File: src/rtl/ir_prefetch_queue.sv
// Prefetch FIFO of DEPTH instruction words feeding an instruction register.
// Optional same-cycle empty bypass into the IR is enabled by defining IR_PREFETCH_BYPASS_EN.
module ir_prefetch_queue #(
  parameter int IR_width     = 12,
  parameter int DEPTH        = 4,
  parameter int OPCODE_width = 4
) (
  input  logic                            clk,
  input  logic                            reset,
  input  logic                            write_en,
  input  logic [IR_width-1:0]             bus_data,
  input  logic                            load_ir,
  input  logic                            flush,
  output logic [IR_width-1:0]             dataout,
  output logic [OPCODE_width-1:0]         opcode,
  output logic [IR_width-OPCODE_width-1:0] operand,
  output logic                            ir_valid,
  output logic                            full,
  output logic                            empty,
  output logic [$clog2(DEPTH+1)-1:0]      count,
  output logic                            overflow
);

  localparam int PTR_W     = $clog2(DEPTH);
  localparam int CNT_W     = $clog2(DEPTH+1);
  localparam int OPERAND_W = IR_width - OPCODE_width;

  logic [IR_width-1:0] mem_q [DEPTH];

  logic [PTR_W-1:0]    wr_ptr_q, wr_ptr_d;
  logic [PTR_W-1:0]    rd_ptr_q, rd_ptr_d;
  logic [CNT_W-1:0]    count_q, count_d;
  logic [IR_width-1:0] dataout_q, dataout_d;
  logic                ir_valid_q, ir_valid_d;
  logic                overflow_q, overflow_d;

  logic full_s;
  logic empty_s;
  logic push_s;
  logic pop_s;
  logic bypass_s;

  // Next-state logic: flush wins, then push/pop/bypass arbitration.
  always_comb begin
    full_s     = (count_q == CNT_W'(DEPTH));
    empty_s    = (count_q == {CNT_W{1'b0}});
    push_s     = 1'b0;
    pop_s      = 1'b0;
    bypass_s   = 1'b0;
    wr_ptr_d   = wr_ptr_q;
    rd_ptr_d   = rd_ptr_q;
    count_d    = count_q;
    dataout_d  = dataout_q;
    ir_valid_d = ir_valid_q;
    overflow_d = overflow_q;

    if (flush) begin
      wr_ptr_d   = {PTR_W{1'b0}};
      rd_ptr_d   = {PTR_W{1'b0}};
      count_d    = {CNT_W{1'b0}};
      ir_valid_d = 1'b0;
    end else begin
`ifdef IR_PREFETCH_BYPASS_EN
      bypass_s = empty_s && write_en && load_ir;
`else
      bypass_s = 1'b0;
`endif
      pop_s  = load_ir && !empty_s;
      // A pop in the same cycle frees the slot, so a push into a full FIFO is accepted.
      push_s = write_en && (!full_s || pop_s) && !bypass_s;

      if (bypass_s) begin
        dataout_d  = bus_data;
        ir_valid_d = 1'b1;
      end else if (pop_s) begin
        dataout_d  = mem_q[rd_ptr_q];
        ir_valid_d = 1'b1;
      end else if (load_ir) begin
        ir_valid_d = 1'b0;
      end else begin
        ir_valid_d = ir_valid_q;
      end

      if (write_en && full_s && !pop_s) begin
        overflow_d = 1'b1;
      end else begin
        overflow_d = overflow_q;
      end

      if (push_s) begin
        wr_ptr_d = wr_ptr_q + PTR_W'(1);
      end else begin
        wr_ptr_d = wr_ptr_q;
      end

      if (pop_s) begin
        rd_ptr_d = rd_ptr_q + PTR_W'(1);
      end else begin
        rd_ptr_d = rd_ptr_q;
      end

      case ({push_s, pop_s})
        2'b10:   count_d = count_q + CNT_W'(1);
        2'b01:   count_d = count_q - CNT_W'(1);
        default: count_d = count_q;
      endcase
    end
  end

  // Control and IR state registers.
  always_ff @(posedge clk or negedge reset) begin
    if (!reset) begin
      wr_ptr_q   <= {PTR_W{1'b0}};
      rd_ptr_q   <= {PTR_W{1'b0}};
      count_q    <= {CNT_W{1'b0}};
      dataout_q  <= {IR_width{1'b0}};
      ir_valid_q <= 1'b0;
      overflow_q <= 1'b0;
    end else begin
      wr_ptr_q   <= wr_ptr_d;
      rd_ptr_q   <= rd_ptr_d;
      count_q    <= count_d;
      dataout_q  <= dataout_d;
      ir_valid_q <= ir_valid_d;
      overflow_q <= overflow_d;
    end
  end

  // FIFO storage; contents are don't-care until written, so no reset.
  always_ff @(posedge clk) begin
    if (push_s) begin
      mem_q[wr_ptr_q] <= bus_data;
    end
  end

  assign dataout  = dataout_q;
  assign opcode   = dataout_q[IR_width-1 -: OPCODE_width];
  assign operand  = dataout_q[OPERAND_W-1:0];
  assign ir_valid = ir_valid_q;
  assign full     = full_s;
  assign empty    = empty_s;
  assign count    = count_q;
  assign overflow = overflow_q;

endmodule
File: config.mk
export PLATFORM = sky130hd
export DESIGN_NAME = ir_prefetch_queue
export DESIGN_NICKNAME = d
export VERILOG_FILES = /design/src/rtl/ir_prefetch_queue.sv
export SDC_FILE = /design/constraint.sdc
export NUM_CORES = 1
export LEC_CHECK = 0
export BUFFER_PORTS_ARGS = -buffer_cell sky130_fd_sc_hd__buf_2
export CORE_MARGIN = 2
export CORE_UTILIZATION = 44
export DETAILED_ROUTE_END_ITERATION = 8
export GPL_TIMING_DRIVEN = 0
export PLACE_DENSITY_LB_ADDON = 0.1
export SLEW_MARGIN = 20
export SYNTH_ARGS = -nofsm -noshare
export SYNTH_HDL_FRONTEND = slang
export SYNTH_SLANG_ARGS = --single-unit
File: constraint.sdc
create_clock -name clk -period 2.44 [get_ports clk]
set_input_delay 0.122 -clock clk [delete_from_list [all_inputs] [get_ports clk]]
set_output_delay 0.122 -clock clk [all_outputs]
set_load 0.02 [all_outputs]
==> metrics.md, run 1 <==
| Metric | Value |
|---|---|
| Mapped Area | `3032 µm²` |
| Pre-antenna DRT Iters | `4` |
| Ports | `48` |
| Worst path top cell family by delay | `adder cells` |
| DPL Wire Length | `around 3600 µm` |
| Ratio of cells with drive above 1 in the final layout | `0.4217` |
| Gate power share | `0.275` |
| Switching Power | `0.001030 W` |
| Outcome | `completed` |
| Worst Tran Pin Value | `0.7445 ns` |
| Port buffer count | `46` |
| Unique masters post-synth | `42` |
| Routed len/inst | `roughly 17 µm` |
| Buf/Inv on CP | `1` |
| Via/cell ratio | `5.064` |
| Number of synthesized flops with an enable pin | `48` |
| Rel. slew slack | `0.5037` |
| H-tree Lvls | `3` |
| Worst Reg-to-Reg Cells | `7` |
| Std cell rows | `30` |
| R2R setup slack | `0.26 ns` |
| Share of the synthesized area in the top cell type | `0.4754` |
| Largest stage delay, worst path | `0.53 ns` |
| Vias in the first global route | `between 1500 and 2000` |
| #FFs+latches synth | `69` |
| Area of the multi-input gates | `888.4 µm²` |
| Tightest Hold Check Type | `primary input to flop` |
| Main synth FF type | `edfxtp_1` |
| Clock Power Share | `0.309` |
| Setup Viol. Count Final | `0` |
| Largest net degree at the start of global routing | `22` |
| Clock root cell | `clkbuf_8` |
| P&R area growth vs syn | `23.15%` |
| Worst vdd ir | `609.3 µV` |
| Minimum clock period | `about 2.2 ns` |
| Synth Warn # | `0` |
| CP cell instances | `buf_4, o31ai_4, nor2_1, fa_1, nor2b_1, o21ai_0, nor4bb_1` |
| Die area | `7570 µm²` |
| Worst EP arrival | `2.40 ns` |
| Slowest-stage cell, CP | `fa_1` |
| Max-cap viol count | `0` |
| Detailed router's first-iteration violation count | `90` |
| Nature of the critical path startpoint | `flop` |
| Post-CTS setup buffers | `0` |
| FMAX | `between 400 and 500 MHz` |
| Post-route ant nets | `0` |
| Sink Count | `69` |
| Skew-Pair Late Insertion Delay | `0.33 ns` |
| DRT Wirelength | `5569 µm` |
| Fin. Hold Viols | `0` |
| Synth Net Count | `197` |
| Setup crit end kind | `flop` |
| Reg2reg end | `count[1]` |
| Dominant cells by area after synthesis | `edfxtp_1 48%, dfrtp_1 17%, mux4_2 5.9%` |
| Seq pwr share | `0.416` |
| Clock buffer depth | `2` |
| Placer Congestion | `slightly above 0.8` |
| Total Nets Final | `between 200 and 300` |
| DR DRC count | `0` |
| CP required | `2.66 ns` |
| Final Cycle Share | `0.8916` |
| Gr usage total | `0.1575` |
| Cells after Synth | `between 150 and 200` |
| Final core utilization | `0.5557` |
| HP Start | `bus_data[2]` |
| Sw frac | `0.2889` |
| R2r startpoint | `count[1]` |
| Antenna violations before repair | `0` |
| Antenna cells | `0` |
| Ys async rst share | `0.3043` |
| Initial core utilization | `0.4512` |
| Die Ht | `slightly below 90 µm` |
| PwrDens | `955.1 nW/µm²` |
| Crit path depth | `7` |
| Die Span X | `about 87 µm` |
| CTS tree | `done` |
| WHS Path Cells | `1` |
| Hold endpoint | `mem_q[1][2]` |
| Mean Syn Cell Area | `17.32 µm²` |
| # fillers | `roughly 550` |
| Core box area | `6719 µm²` |
| CP Class | `flop to flop` |
| CTS Buf Count | `9` |
| Grt total ovfl | `0` |
| First-pass GRT wire length | `8631 µm` |
| Final Slew Violations | `0` |
| Synth area leader | `edfxtp_1` |
| Register area share after synthesis | `0.6488` |
| Worst-path clk slew | `roughly 0.070 ns` |
| Max FO, Critical Path | `9` |
| Internal power | `roughly 0.0025 W` |
| Vias | `1666` |
| Final Skew | `0.008741 ns` |
| Leak | `1.479 nW` |
| Sequential cell area | `just under 2000 µm²` |
| Setup TNS | `0 ns` |
| RSZ-0062 raised after global routing | `no` |
-- cells in the mapped netlist, drive strengths merged, types with 2 or more instances --
cell and count:
edfxtp 48, nand2 2, clkbuf 3, and2 4, dfrtp 21, a21oi 2, nor3 2, ha 4
xor2 2, mux2 14, buf 19, inv 6, o211ai 3, mux4 12, nor4b 2, mux2i 2
nand2b 6, nor2 8
-- cells in the final DEF, fill, tap and decap left out, types with 4 or more instances in the layout --
cell type,instances
and2_1,4
mux2_2,4
ha_1,4
nand2b_1,6
nor2_1,8
mux4_1,4
buf_2,47
clkbuf_8,9
mux4_2,8
inv_1,6
dfrtp_1,21
buf_4,14
edfxtp_1,48
mux2_4,8
dlygate4sd3_1,12
-- registers in the layout (all words and copies together) (netlist names) --
| signal | flops |
|---|---|
| mem_q | 48 |
| dataout | 12 |
| count | 3 |
| rd_ptr_q | 2 |
| wr_ptr_q | 2 |
| ir_valid | 1 |
| overflow | 1 |
-- cell type report --
cell class,count,area share
repair buffers,58,0.09383
clock inverters,7,0.03050
well taps,80,0.02681
flip-flops and latches,69,0.5268
plain buffers,22,0.04491
clock buffers,9,0.03318
inverters,6,0.006032
multi-input cells,78,0.2379
-- worst max-delay path by stage --
stage                    end      from  slack, ns
CTS                 count[1]  count[1]       0.06
floorplan           count[2]  count[1]       0.27
global placement    count[2]  count[1]       0.19
detailed placement  count[1]  count[1]       0.08
finish              count[1]  count[1]       0.26
global route        count[2]  count[1]       0.09
-- power groups by stage --
stage / Sequential (W) / Clock (W) / Combinational, W
after floorplan: 0.00163 / 0 / 0.000554
after global placement: 0.00150 / 0 / 0.000954
after detailed placement: 0.00151 / 0 / 0.000967
after CTS: 0.00149 / 0.00112 / 0.000982
after global routing: 0.00151 / 0.00118 / 0.00104
final: 0.00148 / 0.00110 / 0.000979
-- what timing repair did --
| item | in CTS | in global routing |
|---|---|---|
| hold endpoints to repair | 58 | 4 |
| endpoints found under the setup margin | 0 | 2 |
| hold buffers | 11 | 1 |
| resized for setup | 0 | 2 |
-- cell families (layout without fill, tap and decap cells) --
| logic type | Yosys count | after routing | share of synthesized area |
|---|---|---|---|
| xor+xnor | 2 | 2 | 0.005779 |
| mux | 28 | 28 | 0.1626 |
| simple gates | 29 | 29 | 0.06397 |
| flops | 69 | 69 | 0.6488 |
| buf+inv | 28 | 102 | 0.06273 |
| fa+ha+maj | 5 | 5 | 0.02311 |
| compound gates | 14 | 14 | 0.03302 |
-- routing by layer --
layer	routed length (µm)	share of wire	global-route usage	up-vias
met5	0	0	0	-
met4	89	0.016	0.05966	0
met3	238	0.043	0.04834	10
met2	2725	0.49	0.2491	38
met1	2517	0.45	0.2051	832
li1	-	-	-	786
-- per-stage QoR --
step	hold slack (ns)	area [µm²]	power (W)	std cells	worst slack, ns
6_report	0.01723	3734	0.003566	329	0.2645
2_1_floorplan	-0.1736	3032	0.002180	175	0.2666
3_3_place_gp	0.1208	3362	0.002457	301	0.1908
4_1_cts	0.0008237	3710	0.003593	328	0.05560
5_1_grt	0.001627	3734	0.003731	329	0.08519
3_5_place_dp	0.1315	3362	0.002480	301	0.07575
No activity file was read; power rests on OpenSTA's default activity.
==> inputs of run 2 (changes only) <==
Settings changed: CELL_PAD_IN_SITES_DETAIL_PLACEMENT set to 1, CELL_PAD_IN_SITES_GLOBAL_PLACEMENT set to 2, CORE_UTILIZATION 44 to 41.
==> run 2 against run 1 <==
  * Clock power about the same
  * Count of clock-buffer cells in the layout increased by 4
  * Combinational power about the same
  * Via count grew 1.3%
  * Fmax decreased by 2.8%
  * Global-route usage fell by 0.44 points
  * Utilization is 4.0 points lower
  * Wire length rose by 4.2%
  * Critical endpoint is now count[2]
  * Largest cell class unchanged
==> metrics.md, run 2 (same netlist as run 1, synthesis figures left out) <==
| Metric | Value |
|---|---|
| Outcome | `completed (unchanged)` |
| Post-route ant nets | `0 (unchanged)` |
| Worst path top cell family by delay | `compound AO/OA/AOI/OAI gates (was adder cells)` |
| Max-cap viol count | `0 (unchanged)` |
| Crit path from | `count[1] (unchanged)` |
| Rel. slew slack | `0.5249 (was 0.5037)` |
| Setup TNS | `0 ns (unchanged)` |
| Via/cell ratio | `4.876 (was 5.064)` |
| Pre-antenna DRT Iters | `4 (unchanged)` |
| CTS Buf Count | `9 (unchanged)` |
| Final Slew Violations | `0 (unchanged)` |
| Worst-path clk slew | `0.08 ns (was 0.07 ns)` |
| P&R area growth vs syn | `22.66% (was 23.15%)` |
| Gr usage total | `0.1532 (was 0.1575)` |
| CP cell instances | `buf_4, o31ai_2, nor2_1, fa_1, nor4b_1, a32oi_1, a31oi_1 (was buf_4, o31ai_4, nor2_1, fa_1, nor2b_1, o21ai_0, nor4bb_1)` |
| CTS tree | `done (unchanged)` |
| Setup crit end kind | `flop (unchanged)` |
| Hold endpoint | `mem_q[1][3] (was mem_q[1][2])` |
| Ports | `48 (unchanged)` |
| Clock Power Share | `0.302 (was 0.309)` |
| RSZ-0062 raised after global routing | `no (unchanged)` |
| Switching Power | `0.001036 W (was 0.001030 W)` |
| R2R setup slack | `0.20 ns (was 0.26 ns)` |
| Die area | `8098 µm² (was 7570 µm²)` |
| Tightest Hold Check Type | `primary input to flop (unchanged)` |
| Final Cycle Share | `0.9177 (was 0.8916)` |
| Total Nets Final | `264 (was 266)` |
| Routed len/inst | `16.77 µm (was 16.93 µm)` |
| Pwr Total | `0.003530 W (was 0.003566 W)` |
| Fin. Hold Viols | `0 (unchanged)` |
| R2r startpoint | `count[1] (unchanged)` |
| FMAX | `446.6 MHz (was 459.7 MHz)` |
| # fillers | `734 (was 554)` |
| Slowest-stage cell, CP | `fa_1 (unchanged)` |
| Worst Reg-to-Reg Cells | `7 (unchanged)` |
| Nature of the critical path startpoint | `flop (unchanged)` |
| Largest Register | `mem_q (unchanged)` |
| Vias | `1687 (was 1666)` |
| Internal power | `0.002494 W (was 0.002535 W)` |
| Die Span X | `89.99 µm (was 87.01 µm)` |
| Seq pwr share | `0.421 (was 0.416)` |
| Most frequent cells in the layout | `48 x edfxtp_1, 47 x buf_2, 21 x dfrtp_1 (unchanged)` |
| Max reg flops | `48 (unchanged)` |
| Core box area | `7214 µm² (was 6719 µm²)` |
| Largest net degree at the start of global routing | `22 (unchanged)` |
| Initial core utilization | `0.4202 (was 0.4512)` |
| DR DRC count | `0 (unchanged)` |
| Ratio of cells with drive above 1 in the final layout | `0.4211 (was 0.4217)` |
| DRT Wirelength | `5802 µm (was 5569 µm)` |
| WHS Path Cells | `1 (unchanged)` |
| Antenna violations before repair | `0 (unchanged)` |
| Placer Congestion | `0.7594 (was 0.8055)` |
| Worst EP arrival | `2.50 ns (was 2.40 ns)` |
| Sw frac | `0.2934 (was 0.2889)` |
| Grt total ovfl | `0 (unchanged)` |
| Final core utilization | `0.5154 (was 0.5557)` |
| Std cell rows | `31 (was 30)` |
| Largest stage delay, worst path | `0.47 ns (was 0.53 ns)` |
| CP Class | `flop to flop (unchanged)` |
| Buf/Inv on CP | `1 (unchanged)` |
| CP required | `2.70 ns (was 2.66 ns)` |
| Worst Tran Pin Value | `0.7127 ns (was 0.7445 ns)` |
| Minimum clock period | `2.239 ns (was 2.175 ns)` |
| Final Skew | `0.01244 ns (was 0.008741 ns)` |
| Die Ht | `89.99 µm (was 87.01 µm)` |
| First-pass GRT wire length | `9308 µm (was 8631 µm)` |
| Clock buffer depth | `2 (unchanged)` |
| Sink Count | `69 (unchanged)` |
| Detailed router's first-iteration violation count | `146 (was 90)` |
| Vias in the first global route | `1754 (was 1723)` |
| H-tree Lvls | `3 (unchanged)` |
| Skew-Pair Late Insertion Delay | `0.34 ns (was 0.33 ns)` |
| Clock root cell | `clkbuf_8 (unchanged)` |
| Most common cell after layout, fill and taps aside | `edfxtp_1 (unchanged)` |
| Setup Viol. Count Final | `0 (unchanged)` |
| Max FO, Critical Path | `9 (unchanged)` |
| Port buffer count | `46 (unchanged)` |
| HP Start | `bus_data[3] (was bus_data[2])` |
| Reg2reg end | `count[2] (was count[1])` |
| Worst vdd ir | `586.2 µV (was 609.3 µV)` |
| Gate power share | `0.277 (was 0.275)` |
| PwrDens | `949.2 nW/µm² (was 955.1 nW/µm²)` |
| Antenna cells | `0 (unchanged)` |
| Post-CTS setup buffers | `0 (unchanged)` |
| Leak | `1.470 nW (was 1.479 nW)` |
| DPL Wire Length | `3756 µm (was 3563 µm)` |
[run 2: changes by cell type in the layout (fill, tap and decap cells not counted), sizes merged]
cell / previous run / this run
bufinv: 3 / 2
clkbuf: 12 / 16
clkinv: 2 / 1
clkinvlp: 2 / 0
dlygate4sd3: 12 / 10
[run 2: worst max path at each step]
stage | endpoint | slack, ns | cells past startpoint
6_report | count[2] | 0.20 | 7
5_1_grt | count[2] | 0.02 | 7
4_1_cts | count[2] | 0.09 | 7
3_5_place_dp | count[2] | 0.11 | 7
3_3_place_gp | count[2] | 0.17 | 7
2_1_floorplan | count[2] | 0.27 | 7
[run 2: repair_timing]
| action | CTS | global route |
|---|---|---|
| gates resized for setup | 0 | 1 |
| setup endpoints to repair | 0 | 2 |
| hold endpoints to repair | 57 | 0 |
| hold buffers | 10 | 0 |
[run 2: layer usage]
layer | global-route usage | vias up | share of wire
li1 | - | 786 | -
met1 | 0.1943 | 857 | 0.44
met2 | 0.2519 | 40 | 0.51
met3 | 0.04275 | 4 | 0.037
met4 | 0.05897 | 0 | 0.0062
met5 | 0 | - | 0
[run 2: metrics by stage]
stage | worst slack (ns) | area [µm²] | hold WS [ns] | std cells
3_3_place_gp | 0.1695 | 3386 | 0.1227 | 320
5_1_grt | 0.02049 | 3719 | 0.006066 | 346
2_1_floorplan | 0.2666 | 3032 | -0.1736 | 175
3_5_place_dp | 0.1065 | 3386 | 0.1371 | 320
6_report | 0.2008 | 3719 | 0.01181 | 346
4_1_cts | 0.08738 | 3714 | 0.0005882 | 346
[run 2: power groups by stage]
stage          combinational [W]  sequential [W]  clock (W)
2_1_floorplan           0.000554         0.00163          0
3_3_place_gp            0.000956         0.00150          0
3_5_place_dp            0.000973         0.00151          0
4_1_cts                 0.000990         0.00149    0.00109
5_1_grt                  0.00104         0.00151    0.00114
6_report                0.000979         0.00148    0.00107
[run 2: layout make-up]
type	count	area (µm²)	area share
Timing Repair Buffer	56	330.3	0.08883
Buffer	22	167.7	0.04509
Clock inverter	3	68.82	0.01851
Inverter	6	22.52	0.006057
Sequential cell	69	1967	0.5289
Tap cell	99	123.9	0.03331
Multi-Input combinational cell	78	879.6	0.2365
Clock buffer	13	158.9	0.04273
==> inputs of run 3 (changes only) <==
Settings changed: ABC_AREA set to 1, CORE_ASPECT_RATIO set to 1.75, CORE_UTILIZATION 41 to 36.
==> run 3 against run 2 <==
  * Die area rose by 8.8%
  * Largest cell class unchanged
  * Register-to-register slack improved by 0.19 ns
  * Synthesized cell count rose by 46%
  * Sequential power rose by 5%
  * Highest routed layer unchanged
==> metrics.md, run 3 <==
| Metric | Value |
|---|---|
| Largest net degree at the start of global routing | `22 (unchanged)` |
| Synth Area in XOR/XNOR | `0 (was 0.005778)` |
| Multiplexer share of the synthesized area | `0 (was 0.1626)` |
| Initial core utilization | `0.3687 (was 0.4202)` |
| Worst-path clk slew | `0.05 ns (was 0.08 ns)` |
| Post-route ant nets | `0 (unchanged)` |
| Vias in the first global route | `1994 (was 1754)` |
| Detailed router's first-iteration violation count | `66 (was 146)` |
| Reg2reg end | `mem_q[3][0] (was count[2])` |
| Gr usage total | `0.1595 (was 0.1532)` |
| P&R area growth vs syn | `23.80% (was 22.66%)` |
| R2R setup slack | `0.39 ns (was 0.20 ns)` |
| Fin. Hold Viols | `0 (unchanged)` |
| Dominant cells by area after synthesis | `edfxtp_1 50%, dfrtp_1 18%, nand2_1 6.7% (was edfxtp_1 48%, dfrtp_1 17%, mux4_2 5.9%)` |
| Largest stage delay, worst path | `0.65 ns (was 0.47 ns)` |
| Worst EP arrival | `2.01 ns (was 2.50 ns)` |
| HP Start | `bus_data[5] (was bus_data[3])` |
| First-pass GRT wire length | `10010 µm (was 9308 µm)` |
| Leak | `1.579 nW (was 1.470 nW)` |
| Die Ht | `122.7 µm (was 89.99 µm)` |
| CP Class | `flop to flop (unchanged)` |
| CTS tree | `done (unchanged)` |
| CTS Buf Count | `9 (unchanged)` |
| Buf/Inv on CP | `1 (unchanged)` |
| Die Span X | `71.81 µm (was 89.99 µm)` |
| Max reg flops | `48 (unchanged)` |
| Nature of the critical path startpoint | `flop (unchanged)` |
| Hold slack final | `0.01472 ns (was 0.01181 ns)` |
| DPL Wire Length | `4514 µm (was 3756 µm)` |
| Number of synthesized flops with an enable pin | `48 (unchanged)` |
| Setup TNS | `0 ns (unchanged)` |
| Placer Congestion | `0.6742 (was 0.7594)` |
| Total Nets Final | `337 (was 264)` |
| Clock root cell | `clkbuf_16 (was clkbuf_8)` |
| Synth Net Count | `277 (was 197)` |
| Grt total ovfl | `0 (unchanged)` |
| Outcome | `completed (unchanged)` |
| Final core utilization | `0.4565 (was 0.5154)` |
| Simple-Gate Fraction of Synth Area | `0.1335 (was 0.06397)` |
| Most frequent cells in the layout | `52 x nand2_1, 51 x buf_2, 48 x edfxtp_1 (was 48 x edfxtp_1, 47 x buf_2, 21 x dfrtp_1)` |
| Rel. slew slack | `0.4793 (was 0.5249)` |
| Setup ws final | `0.3890 ns (was 0.2008 ns)` |
| Cells after Synth | `255 (was 175)` |
| Setup crit end kind | `flop (unchanged)` |
| Largest Register | `mem_q (unchanged)` |
| Vias | `1948 (was 1687)` |
| Ports | `48 (unchanged)` |
| Pre-antenna DRT Iters | `4 (unchanged)` |
| Clock buffer depth | `2 (unchanged)` |
| Count leader, synth | `nand2_1 (was edfxtp_1)` |
| # fillers | `888 (was 734)` |
| Synth Warn # | `0 (unchanged)` |
| Via/cell ratio | `4.751 (was 4.876)` |
| CP cell instances | `nor2_2, nand3_1, nand2_1, inv_1, nand2_1, nor2_2 (was buf_4, o31ai_2, nor2_1, fa_1, nor4b_1, a32oi_1, a31oi_1)` |
| Die area | `8808 µm² (was 8098 µm²)` |
| Ratio of cells with drive above 1 in the final layout | `0.2906 (was 0.4211)` |
| Register area share after synthesis | `0.6790 (was 0.6488)` |
| Hold endpoint | `mem_q[2][5] (was mem_q[1][3])` |
| Adder-Cell Fraction of Synth Area | `0.02419 (was 0.02311)` |
| Final Skew | `0.004515 ns (was 0.01244 ns)` |
| Antenna cells | `0 (unchanged)` |
| Slowest-stage cell, CP | `nor2_2 (was fa_1)` |
| Worst vdd ir | `548.8 µV (was 586.2 µV)` |
| Post-CTS setup buffers | `0 (unchanged)` |
| CP required | `2.40 ns (was 2.70 ns)` |
| Core box area | `7855 µm² (was 7214 µm²)` |
| Sink Count | `69 (unchanged)` |
| CTS Hold Bufs | `2 (was 10)` |
| Mean Syn Cell Area | `11.36 µm² (was 17.32 µm²)` |
| Antenna violations before repair | `0 (unchanged)` |
| Share of the synthesized area in the top cell type | `0.4976 (was 0.4754)` |
| Mapped Area | `2897 µm² (was 3032 µm²)` |
| FMAX | `487.6 MHz (was 446.6 MHz)` |
| Std cell rows | `43 (was 31)` |
| Final Cycle Share | `0.8406 (was 0.9177)` |
| Worst path top cell family by delay | `simple AND/OR/NAND/NOR gates (was compound AO/OA/AOI/OAI gates)` |
| R2r startpoint | `count[0] (was count[1])` |
| Largest family of logic cells by synthesized area | `simple AND/OR/NAND/NOR gates (was multiplexers)` |
| Place WS | `0.01674 ns (was 0.1065 ns)` |
| Most common library cells after synthesis | `52 x nand2_1, 48 x edfxtp_1, 31 x nor2_1 (was 48 x edfxtp_1, 21 x dfrtp_1, 14 x buf_4)` |
| PwrDens | `1151 nW/µm² (was 949.2 nW/µm²)` |
| Final Slew Violations | `0 (unchanged)` |
| RSZ-0062 raised after global routing | `no (unchanged)` |
| Max-cap viol count | `0 (unchanged)` |
| Worst Tran Pin Value | `0.7803 ns (was 0.7127 ns)` |
| WHS Path Cells | `1 (unchanged)` |
| Unique masters post-synth | `24 (was 42)` |
| Max FO, Critical Path | `12 (was 9)` |
| #FFs+latches synth | `69 (unchanged)` |
| H-tree Lvls | `3 (unchanged)` |
| Routed len/inst | `15.33 µm (was 16.77 µm)` |
| Synth area leader | `edfxtp_1 (unchanged)` |
| Port buffer count | `47 (was 46)` |
| Skew-Pair Late Insertion Delay | `0.33 ns (was 0.34 ns)` |
| Worst Reg-to-Reg Cells | `6 (was 7)` |
| Most common cell after layout, fill and taps aside | `nand2_1 (was edfxtp_1)` |
| DR DRC count | `0 (unchanged)` |
| Main synth FF type | `edfxtp_1 (unchanged)` |
| Setup Viol. Count Final | `0 (unchanged)` |
| DRT Wirelength | `6286 µm (was 5802 µm)` |
| Minimum clock period | `2.051 ns (was 2.239 ns)` |
| Pwr Total | `0.004127 W (was 0.003530 W)` |
| # resized after CTS | `0 (unchanged)` |
| Synth Area in Compound Gates | `0.08683 (was 0.03302)` |
| Tightest Hold Check Type | `primary input to flop (unchanged)` |
| Ys async rst share | `0.3043 (unchanged)` |
[run 3: cell count changes after synthesis, sizes merged, moves of 11 or more]
cell   change
o22ai     +11
mux2      -14
nand2     +50
mux4      -12
nor2      +26
inv       +14
o21ai     +29
[run 3: stage by stage]
step	instances	instance area, µm²
floorplan	255	2897
global placement	392	3244
detailed placement	392	3252
CTS	410	3583
global route	410	3586
finish	410	3586
[run 3: report_power, final]
group          switching, W  internal (W)
combinational      0.000792      0.000469
sequential         0.000120       0.00143
clock              0.000449      0.000868
total               0.00136       0.00277
[run 3: how the worst max path moves through the flow]
| stage | cells past startpoint | from | to | slack [ns] |
|---|---|---|---|---|
| after global placement | 6 | count[0] | mem_q[0][0] | 0.01 |
| after floorplan | 6 | count[0] | mem_q[0][0] | 0.56 |
| after CTS | 6 | count[0] | mem_q[2][4] | 0.01 |
| after detailed placement | 6 | count[0] | mem_q[2][0] | 0.02 |
| after global routing | 6 | count[0] | mem_q[3][0] | 0.20 |
| final | 6 | count[0] | mem_q[3][0] | 0.39 |
[run 3: kinds of logic (layout without fill, tap and decap cells)]
| group | count (synthesis) | count (layout) |
|---|---|---|
| simple gates | 94 | 94 |
| flops | 69 | 69 |
| compound gates | 46 | 46 |
| buf+inv | 41 | 106 |
| fa+ha+maj | 5 | 5 |
[run 3: routing by layer]
| layer | wire [µm] | vias up | track usage | share of wire |
|---|---|---|---|---|
| li1 | - | 971 | - | - |
| met1 | 2377 | 927 | 0.1627 | 0.38 |
| met2 | 3540 | 39 | 0.2951 | 0.56 |
| met3 | 233 | 11 | 0.04023 | 0.037 |
| met4 | 134 | 0 | 0.07783 | 0.021 |
| met5 | 0 | - | 0 | 0 |
[run 3: area by class of cell]
class / count / area, µm² / share of cell area
repair buffers: 49 / 255.2 / 0.07118
clock buffers: 12 / 266.5 / 0.07432
flip-flops and latches: 69 / 1967 / 0.5485
clock inverters: 4 / 45.04 / 0.01256
multi-input cells: 145 / 718.2 / 0.2003
inverters: 20 / 77.57 / 0.02163
plain buffers: 21 / 143.9 / 0.04013
well taps: 90 / 112.6 / 0.03140
